## src/rtl/dense_layer_multilane.sv

```systemverilog
// dense_layer_multilane
// ---------------------------------------------------------------------------
// Fully-connected layer: y[j] = act(sat(sum_i x[i]*W[i][j] + b[j])).
// LANES multiply-accumulate lanes each handle one input neuron per cycle.
// Input, weight and bias memories sit outside this block and answer one
// cycle after their address is presented. Every finished neuron is written
// into an internal output buffer and is also streamed out as a write strobe.
//
// Ports
//   clk, reset      clock; synchronous active-high reset
//   start           begin a pass (sampled only in IDLE or DONE)
//   act_mode        0 identity, 1 ReLU, 2 leaky ReLU, 3 ReLU (latched at start)
//   in_addr/in_data per-lane input-neuron address / data (lane k at slice k)
//   w_addr/w_data   per-lane weight address / data, row-major i*NEURONS+j
//   bias_addr/data  bias address (= current neuron) / data
//   res_we/addr/data one-cycle strobe per finished neuron with its result
//   rd_addr/rd_data output buffer read port, registered (1-cycle latency)
//   busy, done      pass in progress / pass finished
// ---------------------------------------------------------------------------
module dense_layer_multilane #(
    parameter int INPUTS      = 169,
    parameter int NEURONS     = 100,
    parameter int LANES       = 2,
    parameter int INT_W       = 10,
    parameter int FRAC_W      = 10,
    parameter int WEIGHT_W    = 6,
    parameter int WEIGHT_FRAC = 4,
    parameter int LEAK_SHIFT  = 3,
    parameter int IN_ADDR_W   = 8,
    parameter int W_ADDR_W    = 15,
    parameter int N_ADDR_W    = 7
) (
    input  logic                                 clk,
    input  logic                                 reset,
    input  logic                                 start,
    input  logic [1:0]                           act_mode,
    output logic [LANES*IN_ADDR_W-1:0]           in_addr,
    input  logic [LANES*(INT_W+FRAC_W)-1:0]      in_data,
    output logic [LANES*W_ADDR_W-1:0]            w_addr,
    input  logic [LANES*WEIGHT_W-1:0]            w_data,
    output logic [N_ADDR_W-1:0]                  bias_addr,
    input  logic [INT_W+FRAC_W-1:0]              bias_data,
    output logic                                 res_we,
    output logic [N_ADDR_W-1:0]                  res_addr,
    output logic [INT_W+FRAC_W-1:0]              res_data,
    input  logic [N_ADDR_W-1:0]                  rd_addr,
    output logic [INT_W+FRAC_W-1:0]              rd_data,
    output logic                                 busy,
    output logic                                 done
);

    localparam int DATA_W    = INT_W + FRAC_W;
    localparam int PROD_W    = DATA_W + WEIGHT_W;
    localparam int ACC_W     = PROD_W + $clog2(INPUTS + 1);
    localparam int SUM_W     = ACC_W + 1;
    localparam int GROUPS    = (INPUTS + LANES - 1) / LANES;
    localparam int G_W       = (GROUPS > 1) ? $clog2(GROUPS) : 1;
    localparam int BUF_DEPTH = 2 ** N_ADDR_W;

    typedef enum logic [2:0] {
        S_IDLE,
        S_MAC,
        S_DRAIN,
        S_BIAS,
        S_ACT,
        S_DONE
    } state_t;

    state_t                      r_state;
    state_t                      w_state_next;

    logic [G_W-1:0]              r_g;
    logic [N_ADDR_W-1:0]         r_j;
    logic [31:0]                 r_ibase;   // input index of lane 0 in the current group
    logic [W_ADDR_W-1:0]         r_wbase;   // weight address of lane 0 in the current group
    logic [1:0]                  r_mode;
    logic [LANES-1:0]            r_valid;   // lanes whose data arrives this cycle
    logic signed [ACC_W-1:0]     r_acc;
    logic                        r_res_we;
    logic [N_ADDR_W-1:0]         r_res_addr;
    logic [DATA_W-1:0]           r_res_data;
    logic [DATA_W-1:0]           r_rd_data;
    logic [DATA_W-1:0]           r_buf [BUF_DEPTH];

    logic                        w_start_ok;
    logic                        w_last_group;
    logic                        w_last_neuron;
    logic [LANES-1:0]            w_lane_act;
    logic signed [ACC_W-1:0]     w_term [LANES];
    logic signed [ACC_W-1:0]     w_lane_sum;
    logic signed [ACC_W-1:0]     w_shift;
    logic [SUM_W-1:0]            w_s;
    logic [SUM_W-DATA_W:0]       w_top;
    logic signed [DATA_W-1:0]    w_sat;
    logic signed [DATA_W-1:0]    w_leak;
    logic [DATA_W-1:0]           w_act;

    assign w_start_ok    = start && ((r_state == S_IDLE) || (r_state == S_DONE));
    assign w_last_group  = (r_g == G_W'(GROUPS - 1));
    assign w_last_neuron = (r_j == N_ADDR_W'(NEURONS - 1));

    // -----------------------------------------------------------------------
    // Per-lane address generation and product
    // -----------------------------------------------------------------------
    generate
        for (genvar gi = 0; gi < LANES; gi++) begin : gen_lane
            logic [31:0]              w_i;
            logic [W_ADDR_W-1:0]      w_wa;
            logic signed [PROD_W-1:0] w_x_ext;
            logic signed [PROD_W-1:0] w_w_ext;
            logic signed [PROD_W-1:0] w_prod;

            assign w_i  = r_ibase + 32'(gi);
            assign w_wa = r_wbase + W_ADDR_W'(gi * NEURONS);
            // Lanes past the last input row are masked: addresses forced to 0
            // and their returned data never reaches the accumulator.
            assign w_lane_act[gi] = (r_state == S_MAC) && (w_i < 32'(INPUTS));

            assign in_addr[gi*IN_ADDR_W +: IN_ADDR_W] =
                w_lane_act[gi] ? w_i[IN_ADDR_W-1:0] : '0;
            assign w_addr[gi*W_ADDR_W +: W_ADDR_W] =
                w_lane_act[gi] ? w_wa : '0;

            assign w_x_ext = {{WEIGHT_W{in_data[gi*DATA_W + DATA_W - 1]}},
                              in_data[gi*DATA_W +: DATA_W]};
            assign w_w_ext = {{DATA_W{w_data[gi*WEIGHT_W + WEIGHT_W - 1]}},
                              w_data[gi*WEIGHT_W +: WEIGHT_W]};
            assign w_prod  = w_x_ext * w_w_ext;

            assign w_term[gi] = r_valid[gi] ?
                {{(ACC_W - PROD_W){w_prod[PROD_W-1]}}, w_prod} : '0;
        end
    endgenerate

    always_comb begin
        w_lane_sum = '0;
        for (int k = 0; k < LANES; k++) begin
            w_lane_sum = w_lane_sum + w_term[k];
        end
    end

    // -----------------------------------------------------------------------
    // Bias, saturation and activation
    // -----------------------------------------------------------------------
    assign w_shift = r_acc >>> WEIGHT_FRAC;
    assign w_s     = {w_shift[ACC_W-1], w_shift}
                   + {{(SUM_W - DATA_W){bias_data[DATA_W-1]}}, bias_data};
    // In range when every bit from the result sign upward agrees.
    assign w_top   = w_s[SUM_W-1:DATA_W-1];
    assign w_sat   = ((&w_top) || !(|w_top)) ? w_s[DATA_W-1:0] :
                     (w_s[SUM_W-1] ? {1'b1, {(DATA_W-1){1'b0}}}
                                   : {1'b0, {(DATA_W-1){1'b1}}});
    assign w_leak  = w_sat >>> LEAK_SHIFT;

    always_comb begin
        w_act = w_sat;
        case (r_mode)
            2'd0:    w_act = w_sat;
            2'd2:    w_act = w_sat[DATA_W-1] ? w_leak : w_sat;
            default: w_act = w_sat[DATA_W-1] ? '0 : w_sat;
        endcase
    end

    // -----------------------------------------------------------------------
    // FSM
    // -----------------------------------------------------------------------
    always_ff @(posedge clk) begin
        if (reset) begin
            r_state <= S_IDLE;
        end else begin
            r_state <= w_state_next;
        end
    end

    always_comb begin
        w_state_next = r_state;
        case (r_state)
            S_IDLE,
            S_DONE:  if (start) w_state_next = S_MAC;
            S_MAC:   if (w_last_group) w_state_next = S_DRAIN;
            S_DRAIN: w_state_next = S_BIAS;
            S_BIAS:  w_state_next = S_ACT;
            S_ACT:   w_state_next = w_last_neuron ? S_DONE : S_MAC;
            default: w_state_next = S_IDLE;
        endcase
    end

    // -----------------------------------------------------------------------
    // Counters, accumulator and result registers
    // -----------------------------------------------------------------------
    always_ff @(posedge clk) begin
        if (reset) begin
            r_g        <= '0;
            r_j        <= '0;
            r_ibase    <= '0;
            r_wbase    <= '0;
            r_mode     <= '0;
            r_valid    <= '0;
            r_acc      <= '0;
            r_res_we   <= 1'b0;
            r_res_addr <= '0;
            r_res_data <= '0;
        end else begin
            r_res_we <= 1'b0;
            r_valid  <= w_lane_act;
            case (r_state)
                S_IDLE, S_DONE: begin
                    if (w_start_ok) begin
                        r_g     <= '0;
                        r_j     <= '0;
                        r_ibase <= '0;
                        r_wbase <= '0;
                        r_acc   <= '0;
                        r_mode  <= act_mode;
                    end
                end
                S_MAC: begin
                    r_g     <= r_g + G_W'(1);
                    r_ibase <= r_ibase + 32'(LANES);
                    r_wbase <= r_wbase + W_ADDR_W'(LANES * NEURONS);
                    r_acc   <= r_acc + w_lane_sum;
                end
                S_DRAIN: begin
                    r_acc <= r_acc + w_lane_sum;
                end
                S_BIAS: begin
                    // Activation is folded into this registered stage so the
                    // streamed result is valid for the whole strobe cycle.
                    r_res_we   <= 1'b1;
                    r_res_addr <= r_j;
                    r_res_data <= w_act;
                end
                S_ACT: begin
                    if (!w_last_neuron) begin
                        r_j     <= r_j + N_ADDR_W'(1);
                        r_g     <= '0;
                        r_ibase <= '0;
                        r_wbase <= W_ADDR_W'(r_j) + W_ADDR_W'(1);
                        r_acc   <= '0;
                    end
                end
                default: ;
            endcase
        end
    end

    // Output buffer: not cleared by reset, so a partial pass stays readable.
    always_ff @(posedge clk) begin
        if (!reset && (r_state == S_ACT)) begin
            r_buf[r_j] <= r_res_data;
        end
    end

    always_ff @(posedge clk) begin
        if (reset) begin
            r_rd_data <= '0;
        end else begin
            r_rd_data <= r_buf[rd_addr];
        end
    end

    assign bias_addr = r_j;
    assign res_we    = r_res_we;
    assign res_addr  = r_res_addr;
    assign res_data  = r_res_data;
    assign rd_data   = r_rd_data;
    assign busy      = (r_state != S_IDLE) && (r_state != S_DONE);
    assign done      = (r_state == S_DONE);

endmodule

```

## config.mk

```make
export PLATFORM = sky130hd
export DESIGN_NAME = dense_layer_multilane
export DESIGN_NICKNAME = d
export VERILOG_FILES = /design/src/rtl/dense_layer_multilane.sv
export SDC_FILE = /design/constraint.sdc
export NUM_CORES = 2
export LEC_CHECK = 0
export BUFFER_PORTS_ARGS = -buffer_cell sky130_fd_sc_hd__buf_2
export CORE_UTILIZATION = 60
export DETAILED_ROUTE_END_ITERATION = 16
export PLACE_DENSITY = 0.84
export SYNTH_ARGS = -nofsm -noshare
export SYNTH_HDL_FRONTEND = slang
export SYNTH_SLANG_ARGS = --single-unit
export TNS_END_PERCENT = 20
```

## constraint.sdc

```tcl
create_clock -name clk -period 16.4 [get_ports clk]
set_input_delay 0 -clock clk [delete_from_list [all_inputs] [get_ports clk]]
set_output_delay 0 -clock clk [all_outputs]
set_load 0.05 [all_outputs]
```

[Word level (Yosys, flattened, before mapping)]
Memory sizes are Yosys's and may differ from the RTL's. A register that Yosys moved wholly into a read port is not among the register bits.
Cells that the tools add are included.
Cells by class
  add/subtract/negate cells: 10
  $mul: 2
  $lt $le $gt $ge: 2
  eq/ne operators: 13
  mux-type cells: 32
  reductions and logical operators: 24
Operators by type and width (count)
  $mux W34: 4
  $pmux W34 S3: 1
  $pmux W32 S3: 1
  $add A34 B34 Y34: 2
  $lt A32 B8 Y1 const B: 2
  $mux W32: 2
  $mux W15: 4
  $mux W20: 3
  $mul A20 B6 Y26: 2
  $pmux W15 S3: 1
  $pmux W20 S2: 1
  $add A32 B1 Y32 const B: 1
  $add A32 B2 Y32 const B: 1
  $add A30 B20 Y31: 1
  $mux W7: 3
  $pmux W7 S3: 1
  $mux W19: 1
  $mux W8: 2
  $reduce_and A16 Y1: 1
  $reduce_or A16 Y1: 1
  $add A15 B7 Y15 const B: 1
  $add A15 B8 Y15 const B: 1
  $pmux W3 S5: 1
  $add A7 B1 Y7 const B: 2
  other kinds (21): 43
Word-level totals
  bits in registers: 130
  memory bits (writable): 2560
  input port bits: 84
  output and inout port bits: 103
  word-level logic and storage cells: 95
  memories kept: 1
Memory list
  r_buf: words 128, bits a word 20, read ports 1, clocked after memory_dff 1, write ports 1, line 83  | logic [DATA_W-1:0] r_buf [BUF_DEPTH];

[Longest topological paths before layout]
  depth in word-level cells: 7
  mapped depth: 33
  depth with buffers taken out: 32

[Least setup slack after synthesis]
Ideal clock, no wire load.
  path kind: input to register
  start point: in w_data[6]
  end point: reg r_acc[33]
  library setup time: 0.117 ns
  arrival: 7.491 ns
  required time: 16.283 ns
  path slack: 8.792 ns
  stages: 33
  path buffers: 1
  path through: clkbuf_1 and2_1 fa_1 inv_1 fa_1 inv_1 fa_1 inv_1 fa_1 inv_1 fa_1 a21o_1 a21oi_1 o21bai_1 a211oi_1 nor4_1 o31ai_1 o21ai_0 o41ai_1 o21ai_0 xor2_1 and2_1 fa_1 ha_1 a21o_1 a21o_1 a21oi_1 nor2_1 a211oi_1 o21ai_0 o21bai_1 xnor3_1 a22o_1
On the way
  longest elaborated chain between the ends: 5
Ends and longest elaborated chain
  from (decl): line 40  | input logic [LANES*WEIGHT_W-1:0] w_data,
  $mul A20 B6 Y26: line 128  | assign w_prod = w_x_ext * w_w_ext;
  $mux W34: line 130  | assign w_term[gi] = r_valid[gi] ?
  $add A34 B34 Y34: line 138  | w_lane_sum = w_lane_sum + w_term[k];
  $add A34 B34 Y34: line 221, 224
  $pmux W34 S3: line 206  | case (r_state)
  to (signal assigned): line 221  | r_acc <= r_acc + w_lane_sum;
  to (signal assigned): line 224  | r_acc <= r_acc + w_lane_sum;
  to (decl): line 78  | logic signed [ACC_W-1:0] r_acc;
No other way between the ends.
A chain may end at the register's enable or synchronous reset.

[Worst setup path after layout]
  start point: in in_data[20]
  end point: reg r_acc[33]
On the way
  longest elaborated chain between the ends: 5
Ends and longest elaborated chain
  from (decl): line 38  | input logic [LANES*(INT_W+FRAC_W)-1:0] in_data,
  $mul A20 B6 Y26: line 128
  $mux W34: line 130
  $add A34 B34 Y34: line 138
  $add A34 B34 Y34: line 221, 224
  $pmux W34 S3: line 206
No other way between the ends.

==> results.txt <==
For this run, the register share of the synthesized area comes to 0.689. Of the post-synthesis cell area, the part taken by muxes is 0.166. The count of nets left with antenna violations after detail routing came out at 0. Measured against its own limit, the worst slew margin works out to 0.0918.

The horizontal die dimension is between 400 and 500 um. Leaving out fill and tap cells, the most frequent cell in the layout is sky130_fd_sc_hd__edfxtp_1. Total power for the finished layout comes to between 15,000 and 20,000 uW.

The global-route usage over all layers came out at 0.339. Detailed placement ended at an HPWL of approximately 170,000 um. Yosys attributes the largest share of cell area to sky130_fd_sc_hd__edfxtp_1 (66%), sky130_fd_sc_hd__mux4_2 (16%), sky130_fd_sc_hd__fa_1 (3.4%). The cell leakage power came out at roughly 0.042 uW. After synthesis, the largest family of logic cells by area is multiplexers. The delay contributed by the slowest stage of the critical path is ~830 ps. The peak fanout along the critical path is 6. The number of placed I/O pins came out at 187. The fraction of the mapped netlist area in compound gates is 0.0234.

The maximum number of pins on one net before global-route repair is 131. The area share of the leading cell type in the synthesized netlist is 0.664. The full die area came out at around 190,000 um2. After routing the design area is around 130,000 um2.

The final number of max-transition violations came out at 0. After detailed routing, the number of remaining DRC violations is 0. After detailed routing, the total wire length is 326,000 um.

The vertical die dimension came out at 441 um. The xor/xnor share of the synthesized area came out at 0.0112. The distinct cell type count of the synthesized netlist is 82. The worst setup path is captured at a flop.

The first global-routing pass estimated 464,000 um of wire. The post-synthesis net count is between 6,000 and 7,000. STA classifies the critical path startpoint as an input port.

The placed standard-cell area came out at 120,000 um2. The reg2reg setup slack came out at 9900 ps. The synthesis-to-layout area growth came out at 11.9%. The floorplan has 160 rows. Counting instances, the worst hold path has a depth of 8. The via count normalized by instance count came out at 7.12.

The final critical-path required period is 7800 ps. The count of final hold-check violations came out at 0. The clock transition at the registers of the reported paths is ~70 ps.

The path class of the tightest hold or removal check is in -> reg. Yosys mapped a number of flops with a built-in enable equal to 2,560. The endpoint identified for the worst register-to-register timing path is r_acc[33]. The arrival time of data at the critical path endpoint is 8620 ps. The maximum clock skew at final layout is 75.6 ps. The mean routed wirelength per cell is about 36 um. The initial antenna violation count was 33. The worst voltage drop across the vdd grid came out at 0.000144 V. The worst hold path terminates at r_acc[1]. The number of cells produced by synthesis came out at just under 6,000. At the pin with the least slew margin, the transition time is 1360 ps. The total of warnings raised by yosys came out at 0.

The critical path's most frequent cell is sky130_fd_sc_hd__fa_1. For the worst-skew pair, the clock arrives at the later sink with an insertion delay of 970 ps. In this run the most critical hold path is launched from in_data[21]. The detailed-router iteration count before antenna repair came out at 8. The average instance area after synthesis came out at 19.5 um2.

The core footprint came out at 191,000 um2. The post-synthesis share of cell area spent on full adders, half adders and majority gates is 0.0523. The worst-case reg-to-reg path depth came out at 18.

The filler cell count is ~11,000. The library cells used most frequently in the layout, excluding fill and tap cells, are sky130_fd_sc_hd__edfxtp_1 (2,560), sky130_fd_sc_hd__mux4_2 (840), sky130_fd_sc_hd__clkbuf_16 (287). The number of clock sinks seen by CTS is 2,709. The via count of the first global-routing pass was 64,288. The net count of the finished layout is 6,751. The port buffer count is 185. The total negative slack for setup checks came out at 0 ps. For this design the ratio of total power to cell area is between 100 and 150 nW/um2. Counting flops with an async set or reset pin after synthesis yields a share of 0. The clock passes through at most 4 buffers.

The fraction of final layout cells with drive strength greater than 1 came out at 0.263. The detailed router finished its first iteration with 9,187 violations. The total standard cell area after synthesis is 116,000 um2. In this run, post-CTS repair resized a total of 0 instances.

The count of vias placed by the detailed router came out at 64,153. The data required time of the worst path came out at 17,230 ps. The peak clock frequency supported by timing came out at 128 MHz. The count of H-tree levels built during CTS came out at 5.

The final weighted congestion of routability-driven global placement is 0.882. On the critical path, the stage with the largest delay is an instance of sky130_fd_sc_hd__o41ai_1. Setup repair after global routing left no endpoint under its margin.

TritonCTS built the clock tree. The number of clock buffers added by TritonCTS is roughly 280. In the finished design, the share of the clock period the worst path needs comes to 0.475. The biggest area contributor in the post-synthesis netlist is sky130_fd_sc_hd__edfxtp_1. The dominant synthesized flop cell is sky130_fd_sc_hd__edfxtp_1. The initial utilization of the core area, before any placement, comes to 0.607. The fraction of the mapped netlist area in simple logic gates is 0.0441. The number of setup violations in the final report is 0. The root buffer cell is sky130_fd_sc_hd__clkbuf_16. Summed over all layers, the global routing overflow is 0. The startpoint of the lowest-slack register-to-register path is r_valid[0].

The critical path in this run is classified as in -> reg. The register bit total from synthesis came out at 2,709. The count of maximum capacitance violations came out at 0.

The flow ran to the end, and the final reports show no timing, DRC or antenna violations.
## layer usage
layer / vias to the layer above / track usage / wire [um]
li1: 24621 / - / -
met1: 32793 / 0.423 / 107000
met2: 5468 / 0.547 / 159000
met3: 1241 / 0.0889 / 38300
met4: 30 / 0.187 / 21600
met5: - / 0 / 188
## sequential cells by signal (all words and copies together), names as in the netlist
| register | cells |
|---|---|
| bias_addr | 7 |
| r_acc | 34 |
| r_valid | 2 |
| res_we | 1 |
| r_ibase | 31 |
| r_state | 3 |
| r_mode | 2 |
| res_data | 20 |
| rd_data | 20 |
| res_addr | 7 |
| r_buf | 2560 |
| r_wbase | 15 |
| r_g | 7 |
## worst max-delay path: cells and delay by family
family / cells / cell delay (ps)
adders and majority gates: 7 / 3090
and+or+nand+nor: 4 / 630
buffers and inverters: 5 / 840
xor gates and xnor gates: 2 / 450
AOI/OAI and AO/OA: 12 / 3620
## power by group
group,internal (uW),switching (uW),total (uW)
Sequential,7720,159,7880
Combinational,911,1480,2390
Clock,3550,2690,6230
Total,12200,4330,16500
## cells by family (layout without fill, tap and decap cells)
logic type               Yosys count  after routing
multiplexers                     870            870
AND/OR/NAND/NOR                 1024           1024
buffers and inverters            415            966
XOR/XNOR                         146            146
AO/OA/AOI/OAI                    410            410
adder cells (fa/ha/maj)          365            365
other                              1             13
flip-flops                      2709           2709
## worst max-delay path by stage
stage / start / to / slack (ps)
after floorplan: w_data[6] / r_acc[33] / 8790
after global placement: w_data[6] / r_acc[33] / 7950
after detailed placement: w_data[6] / r_acc[33] / 7950
after CTS: in_data[20] / r_acc[33] / 8700
after global routing: in_data[20] / r_acc[33] / 7980
final: in_data[20] / r_acc[33] / 8600
## per-stage QoR
stage               hold slack [ps]   util  setup WS (ps)  std cells
floorplan                       147      -           8790       5940
global placement                234  0.631           7950       8482
detailed placement              258  0.631           7950       8482
CTS                            9.86  0.679           8700       9002
global route                    140  0.679           7980       9004
finish                         63.9  0.679           8600       9014
## cell type report
| class | count | area (um2) | area share |
|---|---|---|---|
| Sequential cell | 2709 | 79900 | 0.617 |
| Multi-Input combinational cell | 2816 | 34900 | 0.269 |
| Clock buffer | 352 | 7500 | 0.0578 |
| Tap cell | 2511 | 3140 | 0.0242 |
| Timing Repair Buffer | 371 | 2540 | 0.0196 |
| Clock inverter | 118 | 1100 | 0.00852 |
| Inverter | 125 | 469 | 0.00362 |
| Antenna cell | 12 | 30.0 | 0.000232 |
## repair_timing
item | 4_1_cts | 5_1_grt
setup buffers | 0 | 0
hold endpoints to repair | 85 | 0
hold buffers | 50 | 0
## cell usage after synthesis (all sizes together) (29+ instances only)
cell       n
ha       166
edfxtp  2560
mux4     840
a21o      34
nand3     52
nor3      42
xnor2     75
o21ai     77
nor2     372
and3      32
nand2    157
dfxtp    149
and2     215
o21bai    31
inv      124
xor2      70
buf       76
a21oi    112
fa       199
clkbuf   214
nor2b     37
mux2i     29
(Power assumes the default switching activity.)
